--- src/rtl/gate_op_arbiter_if.sv ---
// Request/response bundle between N requesters, the consumer and the shared gate-op arbiter.
interface gate_op_arbiter_if #(
    parameter int N     = 4,
    parameter int WIDTH = 8,
    parameter int IDW   = 2
);
    logic [N-1:0]       req_valid;
    logic [2*N-1:0]     req_op;
    logic [WIDTH*N-1:0] req_a;
    logic [WIDTH*N-1:0] req_b;
    logic [N-1:0]       req_ready;
    logic               rsp_valid;
    logic               rsp_ready;
    logic [IDW-1:0]     rsp_id;
    logic [WIDTH-1:0]   rsp_data;
    logic               rsp_err;

    // Requesters/consumer side
    modport master (
        output req_valid, req_op, req_a, req_b, rsp_ready,
        input  req_ready, rsp_valid, rsp_id, rsp_data, rsp_err
    );

    // Arbiter side
    modport slave (
        input  req_valid, req_op, req_a, req_b, rsp_ready,
        output req_ready, rsp_valid, rsp_id, rsp_data, rsp_err
    );
endinterface

--- src/rtl/gate_op_arbiter.sv ---
// Round-robin arbiter that shares one AND/OR/NOT unit among N requesters.
// IDLE grants and latches a request, EXEC evaluates and registers the
// result, RESP holds it until the consumer takes it.
module gate_op_arbiter #(
    parameter int N     = 4,
    parameter int WIDTH = 8,
    parameter int IDW   = 2
) (
    input  logic                clk,
    input  logic                rst_n,
    gate_op_arbiter_if.slave    bus,
    output logic                busy,
    output logic [15:0]         done_count
);
    typedef enum logic [1:0] {IDLE = 2'd0, EXEC = 2'd1, RESP = 2'd2} state_t;

    state_t           state_q, state_d;
    logic [IDW-1:0]   rr_ptr_q;
    logic [IDW-1:0]   id_q;
    logic [1:0]       op_q;
    logic [WIDTH-1:0] a_q, b_q;
    logic [IDW-1:0]   rsp_id_q;
    logic [WIDTH-1:0] rsp_data_q;
    logic             rsp_err_q;
    logic [15:0]      done_count_q;

    logic [2*N-1:0]   vld_rot;
    logic [IDW:0]     cand;
    logic             gnt_found;
    logic [IDW-1:0]   gnt_id;
    logic [1:0]       sel_op;
    logic [WIDTH-1:0] sel_a, sel_b;
    logic [WIDTH-1:0] exec_res;

    // Grant search: rotate valids so bit 0 is rr_ptr, take the first set bit,
    // then map the rotated position back to a requester index.
    always_comb begin
        vld_rot   = {bus.req_valid, bus.req_valid} >> rr_ptr_q;
        gnt_found = 1'b0;
        gnt_id    = '0;
        cand      = '0;
        for (int i = 0; i < N; i++) begin
            cand = {1'b0, rr_ptr_q} + (IDW+1)'(i);
            if (cand >= (IDW+1)'(N))
                cand = cand - (IDW+1)'(N);
            if (!gnt_found && vld_rot[i]) begin
                gnt_found = 1'b1;
                gnt_id    = cand[IDW-1:0];
            end
        end
    end

    // Operand mux for the granted requester plus the one-hot accept. Accept is
    // also gated by rst_n so req_ready reads 0 for the whole reset window.
    always_comb begin
        sel_op        = '0;
        sel_a         = '0;
        sel_b         = '0;
        bus.req_ready = '0;
        for (int i = 0; i < N; i++) begin
            if (gnt_id == IDW'(i)) begin
                sel_op = bus.req_op[2*i +: 2];
                sel_a  = bus.req_a[WIDTH*i +: WIDTH];
                sel_b  = bus.req_b[WIDTH*i +: WIDTH];
                bus.req_ready[i] = rst_n && (state_q == IDLE) && gnt_found;
            end
        end
    end

    // Gate evaluation on the latched operands; reserved opcode yields zero.
    always_comb begin
        case (op_q)
            2'b00:   exec_res = a_q & b_q;
            2'b01:   exec_res = a_q | b_q;
            2'b10:   exec_res = ~a_q;
            default: exec_res = '0;
        endcase
    end

    // Next-state: one grant cycle, one fixed execute cycle, hold until taken.
    always_comb begin
        state_d = state_q;
        case (state_q)
            IDLE:    if (gnt_found) state_d = EXEC;
            EXEC:    state_d = RESP;
            RESP:    if (bus.rsp_ready) state_d = IDLE;
            default: state_d = IDLE;
        endcase
    end

    // State register.
    always_ff @(posedge clk or negedge rst_n) begin
        if (!rst_n) state_q <= IDLE;
        else        state_q <= state_d;
    end

    // Request latch, result register, pointer and completion counter.
    always_ff @(posedge clk or negedge rst_n) begin
        if (!rst_n) begin
            rr_ptr_q     <= '0;
            id_q         <= '0;
            op_q         <= '0;
            a_q          <= '0;
            b_q          <= '0;
            rsp_id_q     <= '0;
            rsp_data_q   <= '0;
            rsp_err_q    <= 1'b0;
            done_count_q <= '0;
        end else begin
            case (state_q)
                IDLE: if (gnt_found) begin
                    op_q     <= sel_op;
                    a_q      <= sel_a;
                    b_q      <= sel_b;
                    id_q     <= gnt_id;
                    rr_ptr_q <= (gnt_id == IDW'(N-1)) ? '0 : gnt_id + 1'b1;
                end
                EXEC: begin
                    rsp_data_q <= exec_res;
                    rsp_id_q   <= id_q;
                    rsp_err_q  <= (op_q == 2'b11);
                end
                RESP: if (bus.rsp_ready) done_count_q <= done_count_q + 16'd1;
                default: ;
            endcase
        end
    end

    assign bus.rsp_valid = (state_q == RESP);
    assign bus.rsp_id    = rsp_id_q;
    assign bus.rsp_data  = rsp_data_q;
    assign bus.rsp_err   = rsp_err_q;
    assign busy          = (state_q != IDLE);
    assign done_count    = done_count_q;
endmodule

--- src/flat_wrapper.sv ---
// flat-port wrapper written by rule: the top's interface ports become plain ports
module gate_op_arbiter_flat 
#(
    parameter int N     = 4,
    parameter int WIDTH = 8,
    parameter int IDW   = 2
)
  (clk, rst_n, busy, done_count, bus_req_valid, bus_req_op, bus_req_a, bus_req_b, bus_rsp_ready, bus_req_ready, bus_rsp_valid, bus_rsp_id, bus_rsp_data, bus_rsp_err);
  gate_op_arbiter_if #(.N(N), .WIDTH(WIDTH), .IDW(IDW)) bus_i ();
  input  logic clk;
  input  logic rst_n;
  output logic busy;
  output logic [15:0] done_count;
  input wire logic [$bits(bus_i.req_valid)-1:0] bus_req_valid;
  input wire logic [$bits(bus_i.req_op)-1:0] bus_req_op;
  input wire logic [$bits(bus_i.req_a)-1:0] bus_req_a;
  input wire logic [$bits(bus_i.req_b)-1:0] bus_req_b;
  input wire logic [$bits(bus_i.rsp_ready)-1:0] bus_rsp_ready;
  output wire logic [$bits(bus_i.req_ready)-1:0] bus_req_ready;
  output wire logic [$bits(bus_i.rsp_valid)-1:0] bus_rsp_valid;
  output wire logic [$bits(bus_i.rsp_id)-1:0] bus_rsp_id;
  output wire logic [$bits(bus_i.rsp_data)-1:0] bus_rsp_data;
  output wire logic [$bits(bus_i.rsp_err)-1:0] bus_rsp_err;
  assign bus_i.req_valid = bus_req_valid;
  assign bus_i.req_op = bus_req_op;
  assign bus_i.req_a = bus_req_a;
  assign bus_i.req_b = bus_req_b;
  assign bus_i.rsp_ready = bus_rsp_ready;
  assign bus_req_ready = bus_i.req_ready;
  assign bus_rsp_valid = bus_i.rsp_valid;
  assign bus_rsp_id = bus_i.rsp_id;
  assign bus_rsp_data = bus_i.rsp_data;
  assign bus_rsp_err = bus_i.rsp_err;
  gate_op_arbiter #(.N(N), .WIDTH(WIDTH), .IDW(IDW)) u_core (.clk(clk), .rst_n(rst_n), .bus(bus_i), .busy(busy), .done_count(done_count));
endmodule
--- config.mk ---
export PLATFORM = sky130hd
export DESIGN_NAME = gate_op_arbiter_flat
export DESIGN_NICKNAME = d
export VERILOG_FILES = /design/src/rtl/gate_op_arbiter_if.sv /design/src/rtl/gate_op_arbiter.sv /design/src/flat_wrapper.sv
export SDC_FILE = /design/constraint.sdc
export NUM_CORES = 1
export LEC_CHECK = 0
export BUFFER_PORTS_ARGS = -buffer_cell sky130_fd_sc_hd__buf_2
export CORE_UTILIZATION = 45
export CTS_CLUSTER_SIZE = 30
export DETAILED_ROUTE_END_ITERATION = 8
export PLACE_DENSITY = 0.87
export SYNTH_ARGS = -nofsm -noshare
export SYNTH_HDL_FRONTEND = slang
export SYNTH_SLANG_ARGS = --single-unit
--- constraint.sdc ---
create_clock -name clk -period 2.3 [get_ports clk]
set_input_delay 0.46 -clock clk [delete_from_list [all_inputs] [get_ports clk]]
set_output_delay 0.46 -clock clk [all_outputs]
set_load 0.01 [all_outputs]
==> results.sh <==
export IMPL_core_rowCount=29
export IMPL_initial_core_util=0.470
export IMPL_period_share=1.02
export IMPL_dr_first_iter_drc_count=104
export IMPL_antenna_found_initial=0
export IMPL_core_area_um2=6390
export IMPL_grt_pass1_vias=2709
export IMPL_vias_per_cell=5.37
export IMPL_rsz0062_at_grt="true"
export IMPL_postLayoutCoreUtil=0.628
export IMPL_grt_pass1_wl_um=12600
export IMPL_cts_tree="yes"
export IMPL_synthCells=351
export IMPL_slew_violations=0
export IMPL_tightest_slew_ns=0.624
export IMPL_netlist_area_um2=3000
export IMPL_ctsHoldBuffers=0
export IMPL_p_leak_nw=1.96
export IMPL_maxSlewHeadroom=0.584
export IMPL_drtPass1Iterations=5
export IMPL_cp_required_ns=1.84
export IMPL_wl_um=7700
export IMPL_r2r_start="u_core.rr_ptr_q[0]"
export IMPL_gp_congestion=0.861
export IMPL_grt_max_degree=52
export IMPL_cts_root_buf="clkbuf_8"
export IMPL_n_antenna_cell=0
export IMPL_drive_gt1_frac=0.397
export IMPL_wl_per_cell_um=14.0
export IMPL_worst_slack_ns=-0.0552
export IMPL_hp_class="in2async"
export IMPL_port_buffers=111
export IMPL_report_final_setup_viol=4
export IMPL_final_cell_area_um2=4010
export IMPL_dieHeight_um=83.6
export IMPL_powerDensity_nw_per_um2=1230
export IMPL_ios=112
export IMPL_critPathArrivalTime_ns=1.90
export IMPL_finalHoldViolations=0
export IMPL_ant_nets=0
export IMPL_path_clk_slew_ns=0.09
export IMPL_sequentialPowerShare=0.326
export IMPL_numClockSinks=51
export IMPL_die_width_um=83.6
export IMPL_start_kind="flop"
export IMPL_cts_buffer_depth=2
export IMPL_vdd_drop_max_uv=619
export IMPL_p_comb_frac=0.546
export IMPL_cp_max_fo=4
export IMPL_synth_net_count=435
export IMPL_syn_to_final_growth_pct=33.6
export IMPL_intPower_mw=2.84
export IMPL_h_tree_depth=2
export IMPL_setup_worst_path_class="reg2out"
export IMPL_outcome="finished, violations left"
export IMPL_switching_power_mw=2.10
export IMPL_dp_hpwl_um=5670
export IMPL_die_area_um2=6990
export IMPL_syn_avg_cell_area_um2=8.54
export IMPL_fmax_mhz=425
export IMPL_numCtsBuffers=5
export IMPL_cap_violations=0
export IMPL_fin_crit_ns=2.36
export IMPL_synth_cell_types=42
export IMPL_fin_setup_tns_ns=-0.122
export IMPL_sw_frac_of_total=0.425
export IMPL_violations="setup timing"
export IMPL_ys_ff_latch=51
export IMPL_dpl_cell_area_um2=3640
export IMPL_num_vias=2944
export IMPL_drc=0
export IMPL_power_frac_clock=0.128
export IMPL_ys_warn_count=0
export IMPL_crit_path_start="u_core.rr_ptr_q[0]"
export IMPL_critPathCaptureType="primary output"
export IMPL_nets=554
export IMPL_insertion_delay_ns=0.30
export IMPL_fin_skew_ns=0.00600
export IMPL_groute_usage_overall=0.221
export IMPL_seq_area_frac_synth=0.426
export IMPL_grt_overflow=0
## cell usage after synthesis, drive strengths merged
master,number,area [um2]
a21oi,66,345
ha,5,62.6
and3b,1,8.76
or2,2,15.0
o21a,1,7.51
nor2,24,90.1
clkbuf,10,38.8
and4,1,8.76
inv,25,101
mux2,4,48.8
mux2i,1,10.0
nand2,38,143
xor2,9,78.8
and3,6,40.0
nand4,4,40.0
o21ai,36,180
nand3,5,30.0
o22a,8,70.1
o22ai,1,6.26
a22oi,18,135
nand2b,3,18.8
and2,1,6.26
nor4,2,18.8
and2b,2,17.5
buf,13,101
a21o,1,7.51
nor3,7,40.0
xnor2,6,52.6
dfrtp,51,1280
## routing by layer
metal / GRT usage / vias up / part of all wire
li1: - / 1456 / -
met2: 0.375 / 118 / 0.50
met5: 0 / - / 0
met1: 0.279 / 1360 / 0.44
met3: 0.0455 / 10 / 0.056
met4: 0.0755 / 0 / 0.012
## logic make-up after synthesis
logic type      after synthesis  share of synthesized area
fa+ha+maj                     5                     0.0209
simple gates                 96                      0.159
compound gates              131                      0.251
mux                           5                     0.0196
xor+xnor                     15                     0.0438
flops                        51                      0.426
buf+inv                      48                     0.0805
## per-stage QoR
step	instances	setup WS, ns	hold slack [ns]	power (mW)
finish	548	-0.0552	0.361	4.94
global placement	533	-0.175	0.452	3.89
detailed placement	533	-0.232	0.452	3.97
global route	548	-0.159	0.404	5.33
CTS	546	-0.0255	0.376	4.79
floorplan	351	0.0151	0.164	3.33
## worst max-delay path, cell delays in order, from the launching register on
cell and delay, ns:
dfrtp_1 0.44, nand2b_1 0.15, a21oi_4 0.08, nor4_4 0.32, buf_4 0.20, ha_4 0.14
and3_4 0.18, buf_6 0.10
## state kept, by name, indices dropped and copies added, names as in the netlist
register and count:
u_core.done_count 16, u_core.bus.rsp_data 8, u_core.op_q 2, u_core.b_q 8
u_core.a_q 8, u_core.rr_ptr_q 2, u_core.bus.rsp_err 1, u_core.bus.rsp_id 2
u_core.id_q 2, u_core.state_q 2
## power by group through the flow
stage	clock, mW	sequential (mW)	combinational [mW]
after floorplan	0	1.58	1.75
after CTS	0.651	1.60	2.53
after global routing	0.695	1.67	2.96
after global placement	0	1.60	2.29
after detailed placement	0	1.62	2.35
final	0.635	1.61	2.70
## layout make-up
type / count / area [um2]
Inverter: 25 / 101
Sequential cell: 51 / 1280
Multi-Input combinational cell: 252 / 1640
Clock inverter: 2 / 35.0
Fill cell: 558 / 2380
Tap cell: 77 / 96.3
Timing Repair Buffer: 135 / 779
Clock buffer: 6 / 82.6
## worst paths after layout
| path | endpoint | slack [ns] | cells past startpoint |
|---|---|---|---|
| max | bus_req_ready[1] | -0.06 | 7 |
| min | u_core.bus.rsp_data[1] | 0.36 | 2 |
| max reg2reg | u_core.b_q[7] | 0.03 | 11 |
| min reg2reg | u_core.done_count[15] | 0.46 | 1 |
| max in group asynchronous | u_core.rr_ptr_q[1] | 1.50 | 2 |
| min in group clk | u_core.state_q[1] | 0.43 | 3 |
## repair_timing
action,4_1_cts,5_1_grt
buffers inserted,5,2
endpoints found under the setup margin,19,17
resized for setup,19,25
pin swaps,6,12
## placed cells by master (no fill, tap or decap), drive strengths merged, types with 3 or more instances in the layout
cell type / count
a21oi: 66
nand4: 4
buf: 135
nor3: 7
nand2b: 3
nand3: 5
inv: 25
and3: 6
o22a: 8
o21ai: 36
nor2: 24
xor2: 9
a22oi: 18
ha: 5
clkbuf: 6
nand2: 38
xnor2: 6
dfrtp: 51
mux2: 4
(Power assumes the default switching activity.)
